`config.mk`:
```
export PLATFORM = sky130hd
export DESIGN_NAME = msx2_mapper_mem_port
export DESIGN_NICKNAME = d
export VERILOG_FILES = /design/src/rtl/msx2_mapper_mem_port_pkg.sv /design/src/rtl/msx2_mapper_regs.sv /design/src/rtl/msx2_mapper_mem_port.sv
export SDC_FILE = /design/constraint.sdc
export NUM_CORES = 1
export LEC_CHECK = 0
export BUFFER_PORTS_ARGS = -buffer_cell sky130_fd_sc_hd__buf_2
export CORE_UTILIZATION = 51
export DETAILED_ROUTE_END_ITERATION = 6
export PLACE_DENSITY = 0.79
export SETUP_SLACK_MARGIN = 0.02
export SYNTH_ARGS = -nofsm -noshare
export SYNTH_HDL_FRONTEND = slang
export SYNTH_SLANG_ARGS = --single-unit
```
`constraint.sdc`:
```
create_clock -name clk -period 3.07 [get_ports clk]
set_input_delay 0.307 -clock clk [delete_from_list [all_inputs] [get_ports clk]]
set_output_delay 0.307 -clock clk [all_outputs]
set_load 0.02 [all_outputs]
```
`src/rtl/msx2_mapper_mem_port_pkg.sv`:
```
// Shared MSX mapper definitions: port decode base, FSM state type and
// the power-on page layout of the internal memory mapper.
package msx2_mapper_mem_port_pkg;

  // Mapper page registers live at I/O ports FC..FF.
  localparam logic [7:0] MAPPER_PORT_BASE = 8'hFC;

  typedef enum logic {
    IDLE = 1'b0,
    REQ  = 1'b1
  } mapper_state_t;

  // Power-on contents indexed by page register: page 0 = 3 ... page 3 = 0,
  // so the lowest 64 KB of RAM appears in reverse order at reset.
  localparam logic [3:0][7:0] MAPPER_RESET_PAGES = {8'd0, 8'd1, 8'd2, 8'd3};

  // True when an I/O port number addresses one of the four page registers.
  function automatic logic is_mapper_port(input logic [7:0] port);
    return port[7:2] == MAPPER_PORT_BASE[7:2];
  endfunction

endpackage

```
`src/rtl/msx2_mapper_regs.sv`:
```
// Mapper page registers: I/O port decode, register file, readback
// formatting and limit masking of the page used for translation.
module msx2_mapper_regs
  import msx2_mapper_mem_port_pkg::*;
#(
  parameter int PAGE_BITS = 8
) (
  input  logic                 clk,
  input  logic                 reset,
  input  logic                 io_wr,
  input  logic                 io_rd,
  input  logic [7:0]           io_addr,
  input  logic [7:0]           io_din,
  input  logic                 limit_internal_mapper,
  input  logic [1:0]           page_sel,
  output logic [PAGE_BITS-1:0] page_out,
  output logic [7:0]           io_dout,
  output logic                 io_dout_valid
);

  logic [PAGE_BITS-1:0] r_page [4];
  logic [7:0]           r_io_dout;
  logic                 r_io_dout_valid;
  logic                 w_hit;
  logic [7:0]           w_rd_fmt;
  logic [PAGE_BITS-1:0] w_page_raw;

  assign w_hit      = is_mapper_port(io_addr);
  assign w_page_raw = r_page[page_sel];

  // Page registers: the full value is stored; the limit only applies on use.
  always_ff @(posedge clk or posedge reset) begin
    if (reset) begin
      for (int i = 0; i < 4; i++) begin
        r_page[i] <= MAPPER_RESET_PAGES[i][PAGE_BITS-1:0];
      end
    end else if (io_wr && w_hit) begin
      r_page[io_addr[1:0]] <= io_din[PAGE_BITS-1:0];
    end
  end

  // Readback format: unimplemented high bits read as 1; when limited only
  // the two low bits are meaningful.
  always_comb begin
    w_rd_fmt = 8'hFF;
    w_rd_fmt[PAGE_BITS-1:0] = r_page[io_addr[1:0]];
    if (limit_internal_mapper) begin
      w_rd_fmt[7:2] = 6'h3F;
    end
  end

  // Translation page: restricted to the first four pages when limited.
  always_comb begin
    page_out = w_page_raw;
    if (limit_internal_mapper) begin
      page_out      = '0;
      page_out[1:0] = w_page_raw[1:0];
    end
  end

  // Readback register: one-cycle latency, holds its value on a miss.
  always_ff @(posedge clk or posedge reset) begin
    if (reset) begin
      r_io_dout       <= 8'hFF;
      r_io_dout_valid <= 1'b0;
    end else begin
      r_io_dout_valid <= io_rd && w_hit;
      if (io_rd && w_hit) begin
        r_io_dout <= w_rd_fmt;
      end
    end
  end

  assign io_dout       = r_io_dout;
  assign io_dout_valid = r_io_dout_valid;

endmodule

```
`src/rtl/msx2_mapper_mem_port.sv`:
```
// Memory side of the MSX2 internal RAM mapper: translates CPU memory cycles
// in the mapper slot into linear RAM addresses and runs the RAM handshake.
//
// RAM handshake: ram_req is a level held from the cycle after accept until
// the cycle after ram_ack. ram_addr/ram_we/ram_wdata are latched at accept
// and stay stable while ram_req is high. ram_ack is a one-cycle pulse that
// is only honoured while ram_req is high; ram_rdata is valid with it.
module msx2_mapper_mem_port
  import msx2_mapper_mem_port_pkg::*;
#(
  parameter int PAGE_BITS  = 8,
  parameter int ADDR_WIDTH = 14 + PAGE_BITS
) (
  input  logic                  clk,
  input  logic                  reset,
  input  logic                  io_wr,
  input  logic                  io_rd,
  input  logic [7:0]            io_addr,
  input  logic [7:0]            io_din,
  output logic [7:0]            io_dout,
  output logic                  io_dout_valid,
  input  logic                  limit_internal_mapper,
  input  logic                  mem_rq,
  input  logic                  mem_sel,
  input  logic                  mem_wr,
  input  logic [15:0]           mem_addr,
  input  logic [7:0]            mem_din,
  output logic [7:0]            mem_dout,
  output logic                  mem_dout_valid,
  output logic                  cpu_wait,
  output logic [ADDR_WIDTH-1:0] ram_addr,
  output logic                  ram_req,
  output logic                  ram_we,
  output logic [7:0]            ram_wdata,
  input  logic                  ram_ack,
  input  logic [7:0]            ram_rdata,
  output mapper_state_t         dbg_state
);

  mapper_state_t         r_state;
  mapper_state_t         w_state_next;
  logic                  w_accept;
  logic [PAGE_BITS-1:0]  w_page;
  logic [ADDR_WIDTH-1:0] r_ram_addr;
  logic                  r_ram_we;
  logic [7:0]            r_ram_wdata;
  logic [7:0]            r_mem_dout;
  logic                  r_mem_dout_valid;

  msx2_mapper_regs #(
    .PAGE_BITS (PAGE_BITS)
  ) u_regs (
    .clk                   (clk),
    .reset                 (reset),
    .io_wr                 (io_wr),
    .io_rd                 (io_rd),
    .io_addr               (io_addr),
    .io_din                (io_din),
    .limit_internal_mapper (limit_internal_mapper),
    .page_sel              (mem_addr[15:14]),
    .page_out              (w_page),
    .io_dout               (io_dout),
    .io_dout_valid         (io_dout_valid)
  );

  assign w_accept = (r_state == IDLE) && mem_rq && mem_sel;

  // State register; reset drops ram_req immediately since it decodes state.
  always_ff @(posedge clk or posedge reset) begin
    if (reset) begin
      r_state <= IDLE;
    end else begin
      r_state <= w_state_next;
    end
  end

  // Next state and handshake outputs.
  always_comb begin
    w_state_next = r_state;
    ram_req      = 1'b0;
    cpu_wait     = 1'b0;
    case (r_state)
      IDLE: begin
        cpu_wait = w_accept;
        if (w_accept) begin
          w_state_next = REQ;
        end
      end
      REQ: begin
        ram_req  = 1'b1;
        cpu_wait = 1'b1;
        if (ram_ack) begin
          w_state_next = IDLE;
        end
      end
      default: w_state_next = IDLE;
    endcase
  end

  // Access latch: the page register value at accept is frozen here, so
  // later page writes cannot disturb a pending access.
  always_ff @(posedge clk or posedge reset) begin
    if (reset) begin
      r_ram_addr  <= '0;
      r_ram_we    <= 1'b0;
      r_ram_wdata <= 8'h00;
    end else if (w_accept) begin
      r_ram_addr  <= ADDR_WIDTH'({w_page, mem_addr[13:0]});
      r_ram_we    <= mem_wr;
      r_ram_wdata <= mem_din;
    end
  end

  // Read data capture and its one-cycle valid pulse.
  always_ff @(posedge clk or posedge reset) begin
    if (reset) begin
      r_mem_dout       <= 8'hFF;
      r_mem_dout_valid <= 1'b0;
    end else begin
      r_mem_dout_valid <= 1'b0;
      if ((r_state == REQ) && ram_ack && !r_ram_we) begin
        r_mem_dout       <= ram_rdata;
        r_mem_dout_valid <= 1'b1;
      end
    end
  end

  assign ram_addr       = r_ram_addr;
  assign ram_we         = r_ram_we && ram_req;
  assign ram_wdata      = r_ram_wdata;
  assign mem_dout       = r_mem_dout;
  assign mem_dout_valid = r_mem_dout_valid;
  assign dbg_state      = r_state;

endmodule
```
# After elaboration in Yosys (flattened, before gate mapping)
# Cells that the tools add are included.
# classes
reduce_logical	9
eq_ne	1
muxes	17
bitwise_logic	3
magnitude_cmp	3
# ops
cell	count
$mux W8	6
$bmux W8 S2	2
$bwmux W32	1
$demux W8 S2	1
$logic_and A1 B1 Y1	8
$eq A6 B6 Y1 const B	1
$ge A3 B3 Y1 const B	2
$mux W6	1
$not A2 Y3	2
$mux W1	4
$pmux W1 S2	2
$lt A3 B1 Y1 const B	1
$logic_not A1 Y1	1
$not A1 Y1	1
# totals
elab_cells	45
input_bits	57
register_bits	82

# Longest topological paths before layout
# Gate-level depths: netlist of the first run.
# depth
ltp_word	6
ltp_mapped	5
ltp_nobuf	3

# By module
# Synthesis of the first run repeated with hierarchy kept, for this count alone.
# unflattened
hier_cells	217
hier_area_um2	3756.1
# modules_own_cells
mod	area_per_inst_um2	instances	cells_per_inst
msx2_mapper_regs	2069.5	1	124
msx2_mapper_mem_port	1686.6	1	93

# Worst setup path before layout of the first run
# Ideal clock, no wire load.
# synth_path
kind	input port to flip-flop
from	input port io_addr[1]
to	register u_regs.r_page[26] (netlist name)
required_time_ps	2945
stages	5
slack_ps	1596
n_path_buf	2
setup_ps	125
t_arrival_ps	1349
path_cell_list	buf_6 > nand4b_4 > or3_1 > buf_6 > mux2_4
# synth_via
elab_chain_cells	6
elab_cells_between_ends	7
# synth_rtl
element	line	text
from (decl)	msx2_mapper_mem_port.sv:18	input logic [7:0] io_addr,
$not A2 Y3 (not written as such) *	msx2_mapper_regs.sv:38	r_page[io_addr[1:0]] <= io_din[PAGE_BITS-1:0];
$ge A3 B3 Y1 (not written as such) / $lt A3 B1 Y1 (equally long branches)	msx2_mapper_regs.sv:38	
$logic_and A1 B1 Y1 (not written as such)	msx2_mapper_regs.sv:38	
$mux W8 (not written as such)	msx2_mapper_regs.sv:38	
$demux W8 S2 *	msx2_mapper_regs.sv:38	
$bwmux W32 *	msx2_mapper_regs.sv:38	
to (signal, indexed assignment)	msx2_mapper_regs.sv:35	r_page[i] <= MAPPER_RESET_PAGES[i][PAGE_BITS-1:0];
to (signal, indexed assignment)	msx2_mapper_regs.sv:38	
to (decl)	msx2_mapper_regs.sv:21	logic [PAGE_BITS-1:0] r_page [4];
# Mark *: on every way between the ends. The rest lies on a longest branch, timed or not.
# A chain may end at the register's enable or synchronous reset.

# Final worst setup path of the first run
# layout_path
from	register r_state (netlist: dbg_state)
to	register r_ram_addr[16] (netlist: ram_addr[16])
# layout_via
elab_chain_cells	3
# layout_rtl
element	line	text
from (decl)	msx2_mapper_mem_port.sv:40	mapper_state_t r_state;
from (signal assigned)	msx2_mapper_mem_port.sv:73	r_state <= w_state_next;
$not A1 Y1	-	
$logic_and A1 B1 Y1 (2 in a row)	msx2_mapper_mem_port.sv:66	assign w_accept = (r_state == IDLE) && mem_rq && mem_sel;
to (signal assigned)	msx2_mapper_mem_port.sv:108	r_ram_addr <= ADDR_WIDTH'({w_page, mem_addr[13:0]});
to (decl)	msx2_mapper_mem_port.sv:44	logic [ADDR_WIDTH-1:0] r_ram_addr;
# Every way passes these cells.

==> run metrics, run 1 <==
outcome finished, final reports clean; final non-filler cell area 4430 sq um; Required @ worst endpoint 3.36 ns; crit share post-route 65.1%; vias in the first global route 2231; # fillers 498; crit start category register; HPWL Detailed 5.18 mm; remaining global-route overflow 0; Reg-to-Reg Start dbg_state; Post-synth EDFFs 0; Worst Path Arrival 2.29 ns; register area 2080 sq um; All-Layer GR Usage 21.1%; FMAX 500 MHz; Worst VDD drop 416 uV; port bufs 108; Netlist cell types 25; row count 30; commonest cells after routing, fill and taps aside 108 x buf_2, 62 x dfrtp_1, 57 x mux2_2; R2R setup slack 1.07 ns; initial core utilization 52.9%; area grow syn2layout 23.3%; post-route ant nets 0; Seq/Total Area, Yosys 57.8%; wire per inst 17.5 microns; Antenna diodes 0; Synth Instances 207; minimum clock period 2.00 ns; ys flop type dfrtp_1; vias per cell 5.34; leading cell type in the layout, fill and taps excluded buf_2; multi-input logic area 1430 sq um; Total Wirelength 7.31 mm; DIE WIDTH 85.9 microns; Final Setup Violations 0; drt pass-1 iters 4; TritonCTS buffer count 9; critical-path maximum fanout 19; die height 85.9 microns; switch share 30.2%; R2R depth 3; Comb pwr share 26.3%; worst-margin pin slew 1.06 ns; Placement Setup Slack 1.04 ns; setup_tns 0 ns; hold violation total from the final report 0; Vias 2236; Syn Std Cell Area 3590 sq um; Rel. slew slack 29.0%; Syn Nets 264; # Max-Cap Violations 0; DRT iter0 DRCs 78; Core Footprint 6790 sq um; DRC viols 0; Final Skew 0.00471 ns; type of the worst min-delay path in -> async; Placed Area 4200 sq um; TritonCTS clock tree yes; RSZ-0062 raised after global routing false; first-pass GRT wire length 11.5 mm; Clock Latency Late Sink 0.35 ns; antenna violations before repair 0; #FFs+latches synth 82; Yosys warnings 0; FF-to-FF End ram_addr[16]; total power 0.00313 W; clock root buffer clkbuf_8; Int Power 0.00219 W; clock-pin slew on the worst setup and hold paths 0.08 ns; H-tree depth 3; clock network power share 27.6%; Flop pwr share 46.1%; post-cts resize count 0; share of cells above drive strength 1 70.6%; final slew viol count 0; syn avg cell area 17.3 sq um; kind of critical path reg -> reg; CTS max path bufs 2; Setup WS post-layout 1.07 ns; DIE AREA 7380 sq um; RePlAce Congestion 0.751; # nets final 375; Boundary Pins 109; clock sink count 82; power density cells 707 nW/um^2; Worst setup EP type register; post-CTS setup buffers 0; pin count of the biggest net entering global routing 64; Switch Pwr 0.000945 W; Hold-fix buffers, CTS 0; Lkg Pwr 2.21 nW; ys async rst share 100%
-- cell families after synthesis --
| logic type | count (synthesis) | share of synthesized area, % |
|---|---|---|
| flip-flops | 82 | 57.8 |
| AO/OA/AOI/OAI | 14 | 3.35 |
| AND/OR/NAND/NOR | 14 | 3.52 |
| multiplexers | 83 | 32.9 |
| buffers and inverters | 14 | 2.37 |
-- Yosys cell counts, drive strengths merged, types with 2 or more instances --
| cell | number | share of area [%] |
|---|---|---|
| nor2 | 2 | 0.28 |
| o22a | 6 | 1.5 |
| inv | 3 | 0.31 |
| mux2 | 67 | 22 |
| nor3 | 2 | 0.56 |
| a22o | 6 | 1.5 |
| buf | 9 | 1.8 |
| or3 | 3 | 0.52 |
| nand4 | 2 | 0.77 |
| dfstp | 20 | 15 |
| mux4 | 16 | 11 |
| dfrtp | 62 | 43 |
| clkbuf | 2 | 0.21 |
| nand3b | 2 | 0.42 |
-- worst max-delay path by stage --
stage | start | cells after the start | slack, ns | end
after global routing | dbg_state | 3 | 0.82 | ram_addr[16]
final | dbg_state | 3 | 1.07 | ram_addr[16]
after detailed placement | dbg_state | 3 | 1.04 | ram_addr[7]
after global placement | dbg_state | 3 | 1.08 | ram_addr[13]
after CTS | dbg_state | 3 | 1.02 | ram_addr[16]
after floorplan | reset | 1 | 0.69 | dbg_state
-- stage by stage --
| step | hold WS [ns] | utilization [%] | std cells |
|---|---|---|---|
| after CTS | 0.155 | 65.2 | 419 |
| after global routing | 0.168 | 65.2 | 419 |
| after detailed placement | 0.487 | 61.8 | 403 |
| after global placement | 0.482 | 61.8 | 403 |
| final | 0.167 | 65.2 | 419 |
| after floorplan | 0.411 | - | 207 |
-- metal layers --
layer	global-route usage (%)	up-vias	share of wire, %
met1	29.7	1132	44
met3	5.29	5	7.0
met5	0	-	0
li1	-	1004	-
met4	7.12	0	0.49
met2	32.5	95	49
-- state kept, by name (all words and copies together), names as in the netlist --
signal                cells
u_regs.r_page            32
ram_addr                 22
mem_dout                  8
ram_wdata                 8
u_regs.io_dout            8
dbg_state                 1
mem_dout_valid            1
r_ram_we                  1
u_regs.io_dout_valid      1
-- power by group through the flow --
stage | Combinational (W) | Sequential (W) | Clock [W]
2_1_floorplan | 0.000304 | 0.00171 | 0
3_3_place_gp | 0.000820 | 0.00145 | 0
3_5_place_dp | 0.000834 | 0.00147 | 0
4_1_cts | 0.000835 | 0.00144 | 0.000885
5_1_grt | 0.000888 | 0.00147 | 0.000939
6_report | 0.000823 | 0.00144 | 0.000866
-- critical path, stage by stage (launching register included) --
cell and delay, ns:
dfrtp_1 0.43, nand3b_1 0.70, nor2_1 0.60, a22o_1 0.21
-- layout make-up --
type	instances	share of cell area (%)
clock buffers	10	3.11
clock inverters	6	2.03
inverters	3	0.282
multi-input cells	111	32.3
flip-flops and latches	82	46.9
well taps	96	2.71
repair buffers	111	12.7
Power figures use the tool's default switching activity.
==> run 2, diff against run 1 <==
- clock period: 3.07 -> 1.9 ns (I/O delays scaled with it)
==> run metrics, run 2 (synthesis results as in run 1) <==
first-pass GRT wire length 11.0 mm; die height 85.9 microns; critical path cell sequence nand3b_1 -> buf_12 -> nor2_1 -> a22o_1; All-Layer GR Usage 20.2%; Required @ worst endpoint 2.19 ns; DRT iter0 DRCs 58; pin count of the biggest net entering global routing 83; # nets final 379; DRC viols 0; remaining global-route overflow 0; FMAX 694 MHz; CTS max path bufs 2; Worst Path Arrival 1.73 ns; worst setup path start dbg_state; Placed Area 4250 sq um; area grow syn2layout 25.0%; minimum clock period 1.44 ns; share of cells above drive strength 1 70.6%; leading cell type in the layout, fill and taps excluded buf_2; commonest cells after routing, fill and taps aside 108 x buf_2, 62 x dfrtp_1, 57 x mux2_2; hold violation total from the final report 0; max reg flops 32; wire per inst 17.0 microns; kind of critical path reg -> reg; Non-Filler Instances 423; vias per cell 5.32; Boundary Pins 109; crit share post-route 75.8%; drt pass-1 iters 4; TritonCTS buffer count 9; # fillers 511; setup_tns 0 ns; row count 30; crit path to ram_addr[18]; CP Depth 4; clock-pin slew on the worst setup and hold paths 0.08 ns; crit-path max cell delay 0.44 ns; Final Skew 0.00935 ns; Placed Instances 406; multi-input logic area 1430 sq um; clock root buffer clkbuf_8; outcome finished, final reports clean; Setup WS post-layout 0.459 ns; post-cts resize count 0; RePlAce Congestion 0.756; initial core utilization 52.9%; Largest delay share family, worst path simple AND/OR/NAND/NOR gates; post-route ant nets 0; HPWL Detailed 5.04 mm; R2R depth 4; Final Setup Violations 0; final non-filler cell area 4490 sq um; TritonCTS clock tree yes; worst-margin pin slew 0.530 ns; register with the most flip-flops u_regs.r_page; crit start category register; vias in the first global route 2135; post-CTS setup buffers 0; Vias 2249; register area 2080 sq um; Worst VDD drop 472 uV; port bufs 108; # Max-Cap Violations 0; RSZ-0062 raised after global routing false; CP bufs+invs 1; Lkg Pwr 2.24 nW; type of the worst min-delay path in -> reg; Total Wirelength 7.18 mm; Rel. slew slack 64.7%; Reg-to-Reg Start dbg_state; clock sink count 82; Worst setup EP type register; R2R setup slack 0.46 ns; Core Footprint 6790 sq um; Placement Setup Slack 0.212 ns; final slew viol count 0; Clock Latency Late Sink 0.34 ns; DIE AREA 7380 sq um; Antenna diodes 0; critical-path maximum fanout 32; H-tree depth 3; DIE WIDTH 85.9 microns; antenna violations before repair 0; Worst path slowest cell dfrtp_1; power density cells 1130 nW/um^2; FF-to-FF End ram_addr[18]
==> run 2: worst min-delay path by stage <==
stage | start | endpoint | depth (start not counted)
finish | ram_ack | dbg_state | 2
global route | ram_ack | dbg_state | 2
CTS | ram_ack | dbg_state | 2
detailed placement | reset | ram_wdata[2] | 3
global placement | reset | ram_wdata[3] | 3
floorplan | ram_ack | dbg_state | 1
==> run 2: timing repair <==
action,4_1_cts,5_1_grt
setup endpoints to repair,0,0
hold endpoints to repair,62,0
hold buffers,1,0
==> run 2: worst reg2reg max path: stages, from the launching register on <==
cell,delay (ns)
dfrtp_1,0.44
nand3b_1,0.23
buf_12,0.20
nor2_1,0.34
a22o_1,0.18
==> run 2: layout make-up <==
cell class                      count  share of cell area (%)
Clock buffer                       10                    3.07
Inverter                            3                   0.334
Sequential cell                    82                    46.3
Multi-Input combinational cell    111                    31.8
Tap cell                           96                    2.68
Timing Repair Buffer              115                    13.8
Clock inverter                      6                    2.01
==> run 2: layer usage <==
| metal | global-route usage (%) | vias to the layer above | wire (microns) |
|---|---|---|---|
| met2 | 31.5 | 88 | 3430 |
| met1 | 28.1 | 1134 | 3240 |
| met3 | 4.43 | 10 | 412 |
| met4 | 7.27 | 0 | 95 |
| met5 | 0 | - | 0 |
| li1 | - | 1017 | - |
==> run 2: power by group <==
part	switching (W)	internal (W)	leakage [nW]	total [W]
sequential	0.000163	0.00217	1.01	0.00233
combinational	0.000754	0.000597	1.11	0.00135
clock	0.000611	0.000778	0.112	0.00139
==> run 2: per-stage QoR <==
step / total power, W / utilization (%) / hold slack, ns
finish: 0.00507 / 66.1 / 0.0574
global route: 0.00532 / 66.1 / 0.0528
CTS: 0.00512 / 66.1 / 0.0511
detailed placement: 0.00373 / 62.6 / 0.346
global placement: 0.00368 / 62.6 / 0.340
floorplan: 0.00325 / - / 0.294
==> run 3, diff against run 2 <==
- CORE_UTILIZATION: 51 -> 46
- PLACE_DENSITY: 0.79 -> 0.76
- clock period: 1.9 -> 1.15 ns (I/O delays scaled with it)
==> run metrics, run 3 (synthesis results as in run 1) <==
Worst Path Arrival 1.62 ns; remaining global-route overflow 0; row count 31; hold violation total from the final report 0; clock root buffer clkbuf_8; clock sink count 82; switch share 32.4%; final slew viol count 0; pin count of the biggest net entering global routing 80; Vias 2684; commonest cells after routing, fill and taps aside 88 x buf_2, 61 x dfrtp_1, 41 x buf_4; Reg-to-Reg Start dbg_state; worst-margin pin slew 0.407 ns; wire per inst 21.5 microns; Antenna diodes 0; minimum clock period 1.38 ns; area grow syn2layout 51.0%; H-tree depth 3; share of cells above drive strength 1 71.7%; antenna violations before repair 0; R2R depth 4; HPWL Detailed 6.11 mm; first-pass GRT wire length 15.2 mm; outcome finished with violations; Switch Pwr 0.00305 W; setup_tns -8.16 ns; failing checks setup timing; Comb pwr share 33.5%; clock-pin slew on the worst setup and hold paths 0.10 ns; critical hold path startpoint mem_din[1]; All-Layer GR Usage 24.7%; die height 90.4 microns; Final Skew 0.0209 ns; port bufs 108; power density cells 1740 nW/um^2; crit start category register; # Max-Cap Violations 0; vias per cell 5.35; kind of critical path reg -> reg; Total Wirelength 10.8 mm; Core Footprint 7410 sq um; CTS max path bufs 2; Hold Slack 0.0150 ns; RePlAce Congestion 0.804; Worst VDD drop 853 uV; Clock Latency Late Sink 0.36 ns; Final Setup Violations 51; DRC viols 0; drt pass-1 iters 4; TritonCTS buffer count 9; hold endpoint ram_wdata[1]; leading cell type in the layout, fill and taps excluded buf_2; hold path cells 2; Boundary Pins 109; initial core utilization 48.5%; max reg flops 32; register with the most flip-flops u_regs.r_page; DIE WIDTH 90.4 microns; DRT iter0 DRCs 86; crit share post-route 120%; RSZ-0062 raised after global routing true; DIE AREA 8160 sq um; total power 0.00941 W; Worst setup EP type register; Required @ worst endpoint 1.39 ns; post-route ant nets 0; # nets final 455; FMAX 724 MHz; FF-to-FF End ram_wdata[2]; type of the worst min-delay path in -> reg; Flop pwr share 43.0%; Lkg Pwr 2.67 nW; Setup WS post-layout -0.232 ns; critical-path maximum fanout 6; R2R setup slack -0.23 ns; TritonCTS clock tree yes; vias in the first global route 2781; Int Power 0.00636 W; clock network power share 23.4%; Rel. slew slack 72.8%
-- run 3: final cells by class --
| class | instances | area [sq um] |
|---|---|---|
| Inverter | 3 | 15.0 |
| Fill cell | 447 | 1990 |
| Sequential cell | 82 | 2080 |
| Tap cell | 99 | 124 |
| Timing Repair Buffer | 191 | 1480 |
| Clock inverter | 5 | 62.6 |
| Clock buffer | 11 | 151 |
| Multi-Input combinational cell | 111 | 1510 |
-- run 3: repair_timing --
action	CTS	global route
cloned	0	3
endpoints found under the setup margin	66	66
buffers inserted	7	7
endpoints found under the hold margin	89	4
hold buffers	25	4
resized for setup	50	4
pin swaps	2	2
-- run 3: metrics by stage --
| step | instance area (sq um) | instances | setup WS, ns | utilization [%] |
|---|---|---|---|---|
| after floorplan | 3700 | 207 | -0.164 | - |
| after global placement | 4620 | 440 | -0.200 | 62.3 |
| after detailed placement | 4620 | 440 | -0.245 | 62.3 |
| after CTS | 5270 | 488 | -0.173 | 71.1 |
| after global routing | 5420 | 502 | -0.258 | 73.2 |
| final | 5420 | 502 | -0.232 | 73.2 |
-- run 3: how the worst max path moves through the flow --
stage / startpoint / to / slack, ns / cells past startpoint
after detailed placement: io_addr[1] / u_regs.r_page[28] / -0.25 / 5
final: dbg_state / ram_wdata[2] / -0.23 / 4
after floorplan: dbg_state / r_ram_we / -0.16 / 3
after global placement: io_addr[1] / u_regs.r_page[26] / -0.20 / 5
after CTS: dbg_state / cpu_wait / -0.17 / 3
after global routing: dbg_state / ram_addr[18] / -0.26 / 6
-- run 3: routing by layer --
metal | up-vias | global-route usage [%] | share of wire [%]
met5 | - | 0 | 0
met2 | 127 | 40.7 | 51
met4 | 0 | 8.74 | 3.1
met1 | 1366 | 31.9 | 40
met3 | 27 | 6.14 | 5.3
li1 | 1164 | - | -
-- run 3: power by group through the flow --
stage | sequential (W) | clock (W) | combinational [W]
finish | 0.00405 | 0.00221 | 0.00315
global route | 0.00409 | 0.00238 | 0.00329
CTS | 0.00395 | 0.00221 | 0.00296
detailed placement | 0.00396 | 0 | 0.00251
global placement | 0.00391 | 0 | 0.00247
floorplan | 0.00456 | 0 | 0.000917
-- run 3: worst max-delay path, cell delays in order, from the launching register on --
cell and delay, ns:
dfrtp_2 0.45, nand3b_1 0.19, buf_6 0.17, clkbuf_16 0.16, mux2_2 0.28
